==> src/rtl/ca_code_bank_pkg.sv <==
// Shared definitions for the GPS C/A code bank: code length, G1/G2 feedback
// polynomials, channel state encoding and the PRN phase-selector table.
package ca_code_pkg;

    localparam int CA_LEN = 1023;

    // Feedback tap masks, bit n set for each x^n term (bits numbered 10:1)
    localparam logic [10:1] G1_POLY   = 10'b1000000100;
    localparam logic [10:1] G2_POLY   = 10'b1110100110;
    localparam logic [10:1] LFSR_INIT = 10'b1111111111;

    typedef enum logic [1:0] {
        CH_IDLE = 2'd0,
        CH_SLEW = 2'd1,
        CH_RUN  = 2'd2
    } ch_state_t;

    typedef struct packed {
        logic [3:0] t1;
        logic [3:0] t2;
    } tap_pair_t;

    function automatic tap_pair_t prn_taps(input logic [5:0] prn);
        tap_pair_t tp;
        tp.t1 = 4'd1;
        tp.t2 = 4'd1;
        case (prn)
            6'd1:  begin tp.t1 = 4'd2; tp.t2 = 4'd6;  end
            6'd2:  begin tp.t1 = 4'd3; tp.t2 = 4'd7;  end
            6'd3:  begin tp.t1 = 4'd4; tp.t2 = 4'd8;  end
            6'd4:  begin tp.t1 = 4'd5; tp.t2 = 4'd9;  end
            6'd5:  begin tp.t1 = 4'd1; tp.t2 = 4'd9;  end
            6'd6:  begin tp.t1 = 4'd2; tp.t2 = 4'd10; end
            6'd7:  begin tp.t1 = 4'd1; tp.t2 = 4'd8;  end
            6'd8:  begin tp.t1 = 4'd2; tp.t2 = 4'd9;  end
            6'd9:  begin tp.t1 = 4'd3; tp.t2 = 4'd10; end
            6'd10: begin tp.t1 = 4'd2; tp.t2 = 4'd3;  end
            6'd11: begin tp.t1 = 4'd3; tp.t2 = 4'd4;  end
            6'd12: begin tp.t1 = 4'd5; tp.t2 = 4'd6;  end
            6'd13: begin tp.t1 = 4'd6; tp.t2 = 4'd7;  end
            6'd14: begin tp.t1 = 4'd7; tp.t2 = 4'd8;  end
            6'd15: begin tp.t1 = 4'd8; tp.t2 = 4'd9;  end
            6'd16: begin tp.t1 = 4'd9; tp.t2 = 4'd10; end
            6'd17: begin tp.t1 = 4'd1; tp.t2 = 4'd4;  end
            6'd18: begin tp.t1 = 4'd2; tp.t2 = 4'd5;  end
            6'd19: begin tp.t1 = 4'd3; tp.t2 = 4'd6;  end
            6'd20: begin tp.t1 = 4'd4; tp.t2 = 4'd7;  end
            6'd21: begin tp.t1 = 4'd5; tp.t2 = 4'd8;  end
            6'd22: begin tp.t1 = 4'd6; tp.t2 = 4'd9;  end
            6'd23: begin tp.t1 = 4'd1; tp.t2 = 4'd3;  end
            6'd24: begin tp.t1 = 4'd4; tp.t2 = 4'd6;  end
            6'd25: begin tp.t1 = 4'd5; tp.t2 = 4'd7;  end
            6'd26: begin tp.t1 = 4'd6; tp.t2 = 4'd8;  end
            6'd27: begin tp.t1 = 4'd7; tp.t2 = 4'd9;  end
            6'd28: begin tp.t1 = 4'd8; tp.t2 = 4'd10; end
            6'd29: begin tp.t1 = 4'd1; tp.t2 = 4'd6;  end
            6'd30: begin tp.t1 = 4'd2; tp.t2 = 4'd7;  end
            6'd31: begin tp.t1 = 4'd3; tp.t2 = 4'd8;  end
            6'd32: begin tp.t1 = 4'd4; tp.t2 = 4'd9;  end
            default: begin tp.t1 = 4'd1; tp.t2 = 4'd1; end
        endcase
        return tp;
    endfunction

    function automatic logic [10:1] lfsr_step(input logic [10:1] g, input logic [10:1] poly);
        return {g[9:1], ^(g & poly)};
    endfunction

endpackage

==> src/rtl/ca_code_bank_if.sv <==
// Configuration request bus for the C/A code bank (valid/ready with error pulse).
interface ca_code_bank_if #(parameter int CHW = 4);

    logic           cfg_valid;
    logic           cfg_ready;
    logic [CHW-1:0] cfg_ch;
    logic [5:0]     cfg_prn;
    logic [9:0]     cfg_phase;
    logic           cfg_err;

    modport master (output cfg_valid, cfg_ch, cfg_prn, cfg_phase, input cfg_ready, cfg_err);
    modport slave  (input cfg_valid, cfg_ch, cfg_prn, cfg_phase, output cfg_ready, cfg_err);

endinterface

==> src/rtl/ca_code_bank_chan.sv <==
// One C/A code channel: G1/G2 LFSRs, chip counter and IDLE/SLEW/RUN control.
// Early/late taps exist only when CA_CODE_BANK_EPL_EN is defined.
module ca_code_chan
    import ca_code_pkg::*;
(
    input  logic       clk,
    input  logic       rst,
    input  logic       load,
    input  logic [5:0] prn,
    input  logic [9:0] phase,
    input  logic       chip_en,
    output logic       prompt,
    output logic       epoch,
    output logic [9:0] chip_cnt,
    output logic       running,
    output logic       slewing
`ifdef CA_CODE_BANK_EPL_EN
    ,
    output logic       early,
    output logic       late
`endif
);

    ch_state_t   state;
    logic [10:1] g1, g2, g1_nxt, g2_nxt;
    tap_pair_t   taps;
    logic [9:0]  cnt, cnt_nxt, target;
    logic        wrap, advance, prompt_raw, epoch_q;

    // At the period wrap both registers are reloaded so the code restarts cleanly
    always_comb begin
        wrap       = (cnt == 10'(CA_LEN - 1));
        cnt_nxt    = wrap ? 10'd0 : cnt + 10'd1;
        g1_nxt     = wrap ? LFSR_INIT : lfsr_step(g1, G1_POLY);
        g2_nxt     = wrap ? LFSR_INIT : lfsr_step(g2, G2_POLY);
        prompt_raw = g1[10] ^ g2[taps.t1] ^ g2[taps.t2];
        advance    = !load && ((state == CH_SLEW) || (state == CH_RUN && chip_en));
    end

    always_ff @(posedge clk) begin
        if (rst) begin
            state   <= CH_IDLE;
            g1      <= LFSR_INIT;
            g2      <= LFSR_INIT;
            cnt     <= 10'd0;
            target  <= 10'd0;
            taps    <= prn_taps(6'd0);
            epoch_q <= 1'b0;
        end else begin
            epoch_q <= 1'b0;
            if (load) begin
                g1     <= LFSR_INIT;
                g2     <= LFSR_INIT;
                cnt    <= 10'd0;
                target <= phase;
                taps   <= prn_taps(prn);
                state  <= (phase == 10'd0) ? CH_RUN : CH_SLEW;
            end else if (advance) begin
                g1  <= g1_nxt;
                g2  <= g2_nxt;
                cnt <= cnt_nxt;
                if (state == CH_SLEW && cnt_nxt == target)
                    state <= CH_RUN;
                if (state == CH_RUN && wrap)
                    epoch_q <= 1'b1;
            end
        end
    end

    assign prompt   = (state != CH_IDLE) && prompt_raw;
    assign epoch    = epoch_q;
    assign chip_cnt = cnt;
    assign running  = (state == CH_RUN);
    assign slewing  = (state == CH_SLEW);

`ifdef CA_CODE_BANK_EPL_EN
    logic late_q;

    always_ff @(posedge clk) begin
        if (rst || load)
            late_q <= 1'b0;
        else if (advance)
            late_q <= prompt_raw;
    end

    assign early = (state != CH_IDLE) && (g1_nxt[10] ^ g2_nxt[taps.t1] ^ g2_nxt[taps.t2]);
    assign late  = late_q;
`endif

endmodule

==> src/rtl/ca_code_bank.sv <==
// Bank of NUM_CH GPS C/A code generators with a shared configuration port.
// Define CA_CODE_BANK_EPL_EN to add per-channel early/late outputs.
module ca_code_bank
    import ca_code_pkg::*;
#(
    parameter int NUM_CH = 4,
    parameter int CHW    = 4
) (
    input  logic                   clk,
    input  logic                   rst,
    input  logic [NUM_CH-1:0]      chip_en,
    ca_code_bank_if.slave          cfg,
    output logic [NUM_CH-1:0]      prompt,
    output logic [NUM_CH-1:0]      epoch,
    output logic [NUM_CH-1:0][9:0] chip_cnt,
    output logic [NUM_CH-1:0]      running
`ifdef CA_CODE_BANK_EPL_EN
    ,
    output logic [NUM_CH-1:0]      early,
    output logic [NUM_CH-1:0]      late
`endif
);

    logic              accept, req_ok, err_q;
    logic [NUM_CH-1:0] load, slewing;

    // Bad requests are still consumed so the master never stalls on them
    always_comb begin
        accept = cfg.cfg_valid && cfg.cfg_ready;
        req_ok = (cfg.cfg_prn != 6'd0) && (cfg.cfg_prn <= 6'd32) &&
                 (cfg.cfg_phase <= 10'd1022) && (int'(cfg.cfg_ch) < NUM_CH);
        load   = '0;
        for (int i = 0; i < NUM_CH; i++)
            load[i] = accept && req_ok && (int'(cfg.cfg_ch) == i);
    end

    always_ff @(posedge clk) begin
        if (rst)
            err_q <= 1'b0;
        else
            err_q <= accept && !req_ok;
    end

    assign cfg.cfg_ready = ~|slewing;
    assign cfg.cfg_err   = err_q;

    for (genvar i = 0; i < NUM_CH; i++) begin : g_chan
        ca_code_chan u_chan (
            .clk      (clk),
            .rst      (rst),
            .load     (load[i]),
            .prn      (cfg.cfg_prn),
            .phase    (cfg.cfg_phase),
            .chip_en  (chip_en[i]),
            .prompt   (prompt[i]),
            .epoch    (epoch[i]),
            .chip_cnt (chip_cnt[i]),
            .running  (running[i]),
            .slewing  (slewing[i])
`ifdef CA_CODE_BANK_EPL_EN
            ,
            .early    (early[i]),
            .late     (late[i])
`endif
        );
    end

endmodule
==> src/flat_wrapper.sv <==
// flat-port wrapper written by rule: the top's interface ports become plain ports
module ca_code_bank_flat import ca_code_pkg::*;
#(
    parameter int NUM_CH = 4,
    parameter int CHW    = 4
)
  (clk, rst, chip_en, prompt, epoch, chip_cnt, running, cfg_cfg_valid, cfg_cfg_ch, cfg_cfg_prn, cfg_cfg_phase, cfg_cfg_ready, cfg_cfg_err);
  ca_code_bank_if #(.CHW(CHW)) cfg_i ();
  input  logic clk;
  input  logic rst;
  input  logic [NUM_CH-1:0] chip_en;
  output logic [NUM_CH-1:0] prompt;
  output logic [NUM_CH-1:0] epoch;
  output logic [NUM_CH-1:0][9:0] chip_cnt;
  output logic [NUM_CH-1:0] running;
  input wire logic [$bits(cfg_i.cfg_valid)-1:0] cfg_cfg_valid;
  input wire logic [$bits(cfg_i.cfg_ch)-1:0] cfg_cfg_ch;
  input wire logic [$bits(cfg_i.cfg_prn)-1:0] cfg_cfg_prn;
  input wire logic [$bits(cfg_i.cfg_phase)-1:0] cfg_cfg_phase;
  output wire logic [$bits(cfg_i.cfg_ready)-1:0] cfg_cfg_ready;
  output wire logic [$bits(cfg_i.cfg_err)-1:0] cfg_cfg_err;
  assign cfg_i.cfg_valid = cfg_cfg_valid;
  assign cfg_i.cfg_ch = cfg_cfg_ch;
  assign cfg_i.cfg_prn = cfg_cfg_prn;
  assign cfg_i.cfg_phase = cfg_cfg_phase;
  assign cfg_cfg_ready = cfg_i.cfg_ready;
  assign cfg_cfg_err = cfg_i.cfg_err;
  ca_code_bank #(.NUM_CH(NUM_CH), .CHW(CHW)) u_core (.clk(clk), .rst(rst), .chip_en(chip_en), .cfg(cfg_i), .prompt(prompt), .epoch(epoch), .chip_cnt(chip_cnt), .running(running));
endmodule
==> config.mk <==
export PLATFORM = sky130hd
export DESIGN_NAME = ca_code_bank_flat
export DESIGN_NICKNAME = d
export VERILOG_FILES = /design/src/rtl/ca_code_bank_pkg.sv /design/src/rtl/ca_code_bank_if.sv /design/src/rtl/ca_code_bank_chan.sv /design/src/rtl/ca_code_bank.sv /design/src/flat_wrapper.sv
export SDC_FILE = /design/constraint.sdc
export NUM_CORES = 1
export LEC_CHECK = 0
export CORE_MARGIN = 5
export CORE_UTILIZATION = 30
export DETAILED_ROUTE_END_ITERATION = 12
export MAX_ROUTING_LAYER = met4
export PLACE_DENSITY_LB_ADDON = 0.2
export SLEW_MARGIN = 40
export SYNTH_ARGS = -nofsm -noshare
export SYNTH_HDL_FRONTEND = slang
export SYNTH_HIERARCHICAL = 1
export SYNTH_SLANG_ARGS = --single-unit
==> constraint.sdc <==
create_clock -name clk -period 3.8 [get_ports clk]
set_input_delay 0.76 -clock clk [delete_from_list [all_inputs] [get_ports clk]]
set_output_delay 0.76 -clock clk [all_outputs]
set_load 0.1 [all_outputs]
==> results_dict.tcl <==
set metrics [dict create \
    grt_max_degree 94 \
    wl_per_cell_um 16.31 \
    clock-sinks 205 \
    h-tree-depth 1 \
    synth_edf_count 0 \
    drtAntennaViolNets 0 \
    setup_tns_ns 0 \
    grt_pass1_wl_um 59810 \
    nets 1728 \
    p_leak_nw 5.249 \
    fin_crit_ns 3.366 \
    min-delay-start "u_core/g_chan[0].u_chan/taps[6]" \
    track_usage_pct 15.52 \
    seq_area_frac_synth_pct 32.52 \
    antenna_found_initial 0 \
    yosysWarnings 6 \
    timing.rr.start "u_core/g_chan[3].u_chan/chip_cnt[0]" \
    max_cap_violations 0 \
    drv_slew 0 \
    cts_buffer_depth 3 \
    reg2regPathDepth 7 \
    synth_area_um2 12620 \
    grt_pass1_vias 11300 \
    drc_errors 0 \
    n_antenna_cell 0 \
    critPathKind "flip-flop to output pin" \
    worstSetupPathDepth 7 \
    ir_drop_v 0.0002515 \
    critPathBufInv 1 \
    postCtsSetupRepairBufs 0 \
    ys_seq_elements 205 \
    cp_slowest_cell "mux4_2" \
    gr-total-overflow 0 \
    power_switching_share_pct 25.53 \
    max-slew-margin-rel_pct 48.38 \
    clk_pin_slew_ns 0.06 \
    dpl.cell_count 2186 \
    syn_avg_cell_area_um2 7.718 \
    ys.flop_type "dfxtp_1" \
    synthArstFlopShare_pct 0 \
    crit_arrival_ns 2.61 \
    cts_tree "yes" \
    port-buffer-count 80 \
    required_ns 3.04 \
    p_int_w 0.003618 \
    ios 81 \
    worstSetupEndpointType "output pin" \
    gp_congestion 0.8411 \
    core-area_um2 41760 \
    syn-num-nets 1690 \
    cts_buffers 24 \
    firstDrtPassIters 4 \
    synthToLayoutAreaGrowth_pct 15.24 \
    finalHoldViolCount 0 \
    synth_cells 1635 \
    ys_top_cells_by_area "dfxtp_1 33%, nor2_1 7.5%, o21ai_0 5.9%" \
    postCtsHoldBufs 0 \
    crit_chain "mux4_2 > nand3b_1 > o21ai_0 > xor2_1 > xnor2_1 > nor2_1 > buf_4" \
    hold_ws_ns 0.4989 \
    ys_types 78 \
    die_y_um 215.1 \
    num_rows 75 \
    wl_um 36360 \
    stdcell_count 2229 \
    via_per_inst 5.340 \
    hold-path-cell-count 2 \
    seqPwrFrac_pct 44.7 \
    crit_fanout 6 \
    max_freq_mhz 297.1 \
    clockPowerShare_pct 46.1 \
    num_vias 11900 \
    cp_top_family "multiplexers" \
    critPathLaunch "u_core/g_chan[0].u_chan/taps[0]" \
    fin_crit_sh_pct 88.58 \
    die-area_um2 46260 \
    drt_iter0_drc 725 \
    n_fill_cell 4336 \
    drive_gt1_share_pct 11.42 \
    synth_top_area_share_pct 32.52 \
    rsz0062_at_grt "false" \
    yosysTopAreaCell "dfxtp_1" \
    min_path_type "flip-flop to flip-flop" \
    max_slew.worst_pin.slew_ns 0.7727 \
    powerDensity_nw_per_um2 334.1 \
    p_switching_w 0.001241 \
    cts-root-buf "clkbuf_16" \
    ctsResizeCount 0 \
    startpoint_type "flip-flop" \
    initial_utilization_pct 30.22 \
    combPwrFrac_pct 9.2 \
    setup_viol 0 \
    status "complete, no violations" \
    clkLatencyLatePin_ns 0.54 \
    die_w_um 215.1 \
    hpwl_um 25020 \
    crit_path_max_incr_delay_ns 0.55 \
    finalClockSkew_ns 0.01211 \
]
==> power by group through the flow <==
stage	registers, W	clock network (W)	logic [W]
after floorplan	0.00223	0	0.000272
after global routing	0.00217	0.00241	0.000492
final	0.00217	0.00224	0.000446
after detailed placement	0.00222	0	0.000446
after CTS	0.00217	0.00232	0.000448
after global placement	0.00222	0	0.000445
==> worst min-delay path: stages, from the launching register on <==
cell	delay, ns
dfxtp_1	0.32
nor2_1	0.09
nor3_1	0.04
==> placed cells by master, fill, tap and decap left out, types with 8 or more instances in the layout <==
cell type | Yosys | layout
a221oi_1 | 9 | 9
o211ai_1 | 8 | 8
xnor2_1 | 38 | 38
a21oi_1 | 88 | 84
nand3b_1 | 13 | 13
xor2_1 | 22 | 22
nor2b_1 | 14 | 14
o22ai_1 | 9 | 9
mux4_2 | 13 | 13
buf_2 | 18 | 45
a211o_1 | 8 | 8
ha_1 | 28 | 28
nand4_1 | 10 | 10
a2111oi_0 | 8 | 8
nor4_1 | 13 | 9
nor3_1 | 126 | 124
clkdlybuf4s50_1 | 0 | 22
nor3b_1 | 8 | 8
o21ai_0 | 150 | 150
nor2_1 | 251 | 251
or4_1 | 8 | 8
mux2i_1 | 70 | 70
a211oi_1 | 18 | 18
clkbuf_16 | 0 | 25
inv_1 | 35 | 35
or3_1 | 17 | 17
dfxtp_1 | 205 | 205
nand2_1 | 113 | 113
nand3_1 | 32 | 32
nand2b_1 | 36 | 36
a31oi_1 | 27 | 27
buf_4 | 7 | 62
==> routing by layer <==
layer | vias to the layer above | GRT usage [%] | share of wire [%]
met2 | 174 | 25.43 | 47
li1 | 5992 | - | -
met3 | 51 | 2.097 | 2.8
met1 | 5685 | 20.38 | 48
met4 | 0 | 3.947 | 2.5
met5 | - | - | 0
==> metrics by stage <==
step	setup slack [ns]	power, W	area, µm²	util [%]
after floorplan	0.2668	0.002499	12630	-
after CTS	0.3731	0.004942	14530	34.80
after detailed placement	0.3206	0.002668	13780	33.00
after global placement	0.3336	0.002666	13990	33.49
final	0.4339	0.004858	14540	34.82
after global routing	0.2312	0.005071	14540	34.82
==> logic make-up after synthesis <==
| family | Yosys count | share of synthesized area [%] |
|---|---|---|
| multiplexers | 90 | 8.498 |
| AND/OR/NAND/NOR | 679 | 26.10 |
| XOR/XNOR | 60 | 4.165 |
| buffers and inverters | 154 | 4.978 |
| AO/OA/AOI/OAI | 419 | 20.96 |
| adder cells (fa/ha/maj) | 28 | 2.776 |
| flip-flops | 205 | 32.52 |
==> sequential cells by signal, indices dropped and copies added, names as in the netlist <==
register / flops
u_core/cfg.cfg_err: 1
u_core/g_chan.u_chan/chip_cnt: 40
u_core/g_chan.u_chan/epoch: 4
u_core/g_chan.u_chan/g1: 40
u_core/g_chan.u_chan/g2: 40
u_core/g_chan.u_chan/state: 8
u_core/g_chan.u_chan/taps: 32
u_core/g_chan.u_chan/target: 40
==> final timing paths <==
check / endpoint / slack, ns
setup / recovery: prompt[0] / 0.43
hold / removal: u_core/g_chan[0].u_chan/taps[6] / 0.50
setup reg to reg: u_core/g_chan[3].u_chan/state[0] / 0.90
hold reg to reg: u_core/g_chan[0].u_chan/taps[6] / 0.50
==> synthesized netlist by cell type (28+ instances only) <==
cell type    n
a21oi_1     88
o21ai_0    150
dfxtp_1    205
nor2_1     251
mux2i_1     70
nand2b_1    36
ha_1        28
nor3_1     126
xnor2_1     38
inv_1       35
nand3_1     32
nand2_1    113
clkbuf_1    81
==> layout make-up <==
type                            count  area [µm²]  area share [%]
Timing Repair Buffer              131       933.4           6.419
Inverter                           35       131.4          0.9035
Tap cell                          539       674.4           4.638
Multi-Input combinational cell   1276        7945           54.64
Clock inverter                      6       32.53          0.2237
Clock buffer                       37       720.7           4.956
Sequential cell                   205        4104           28.22
Power figures use the tool's default switching activity.
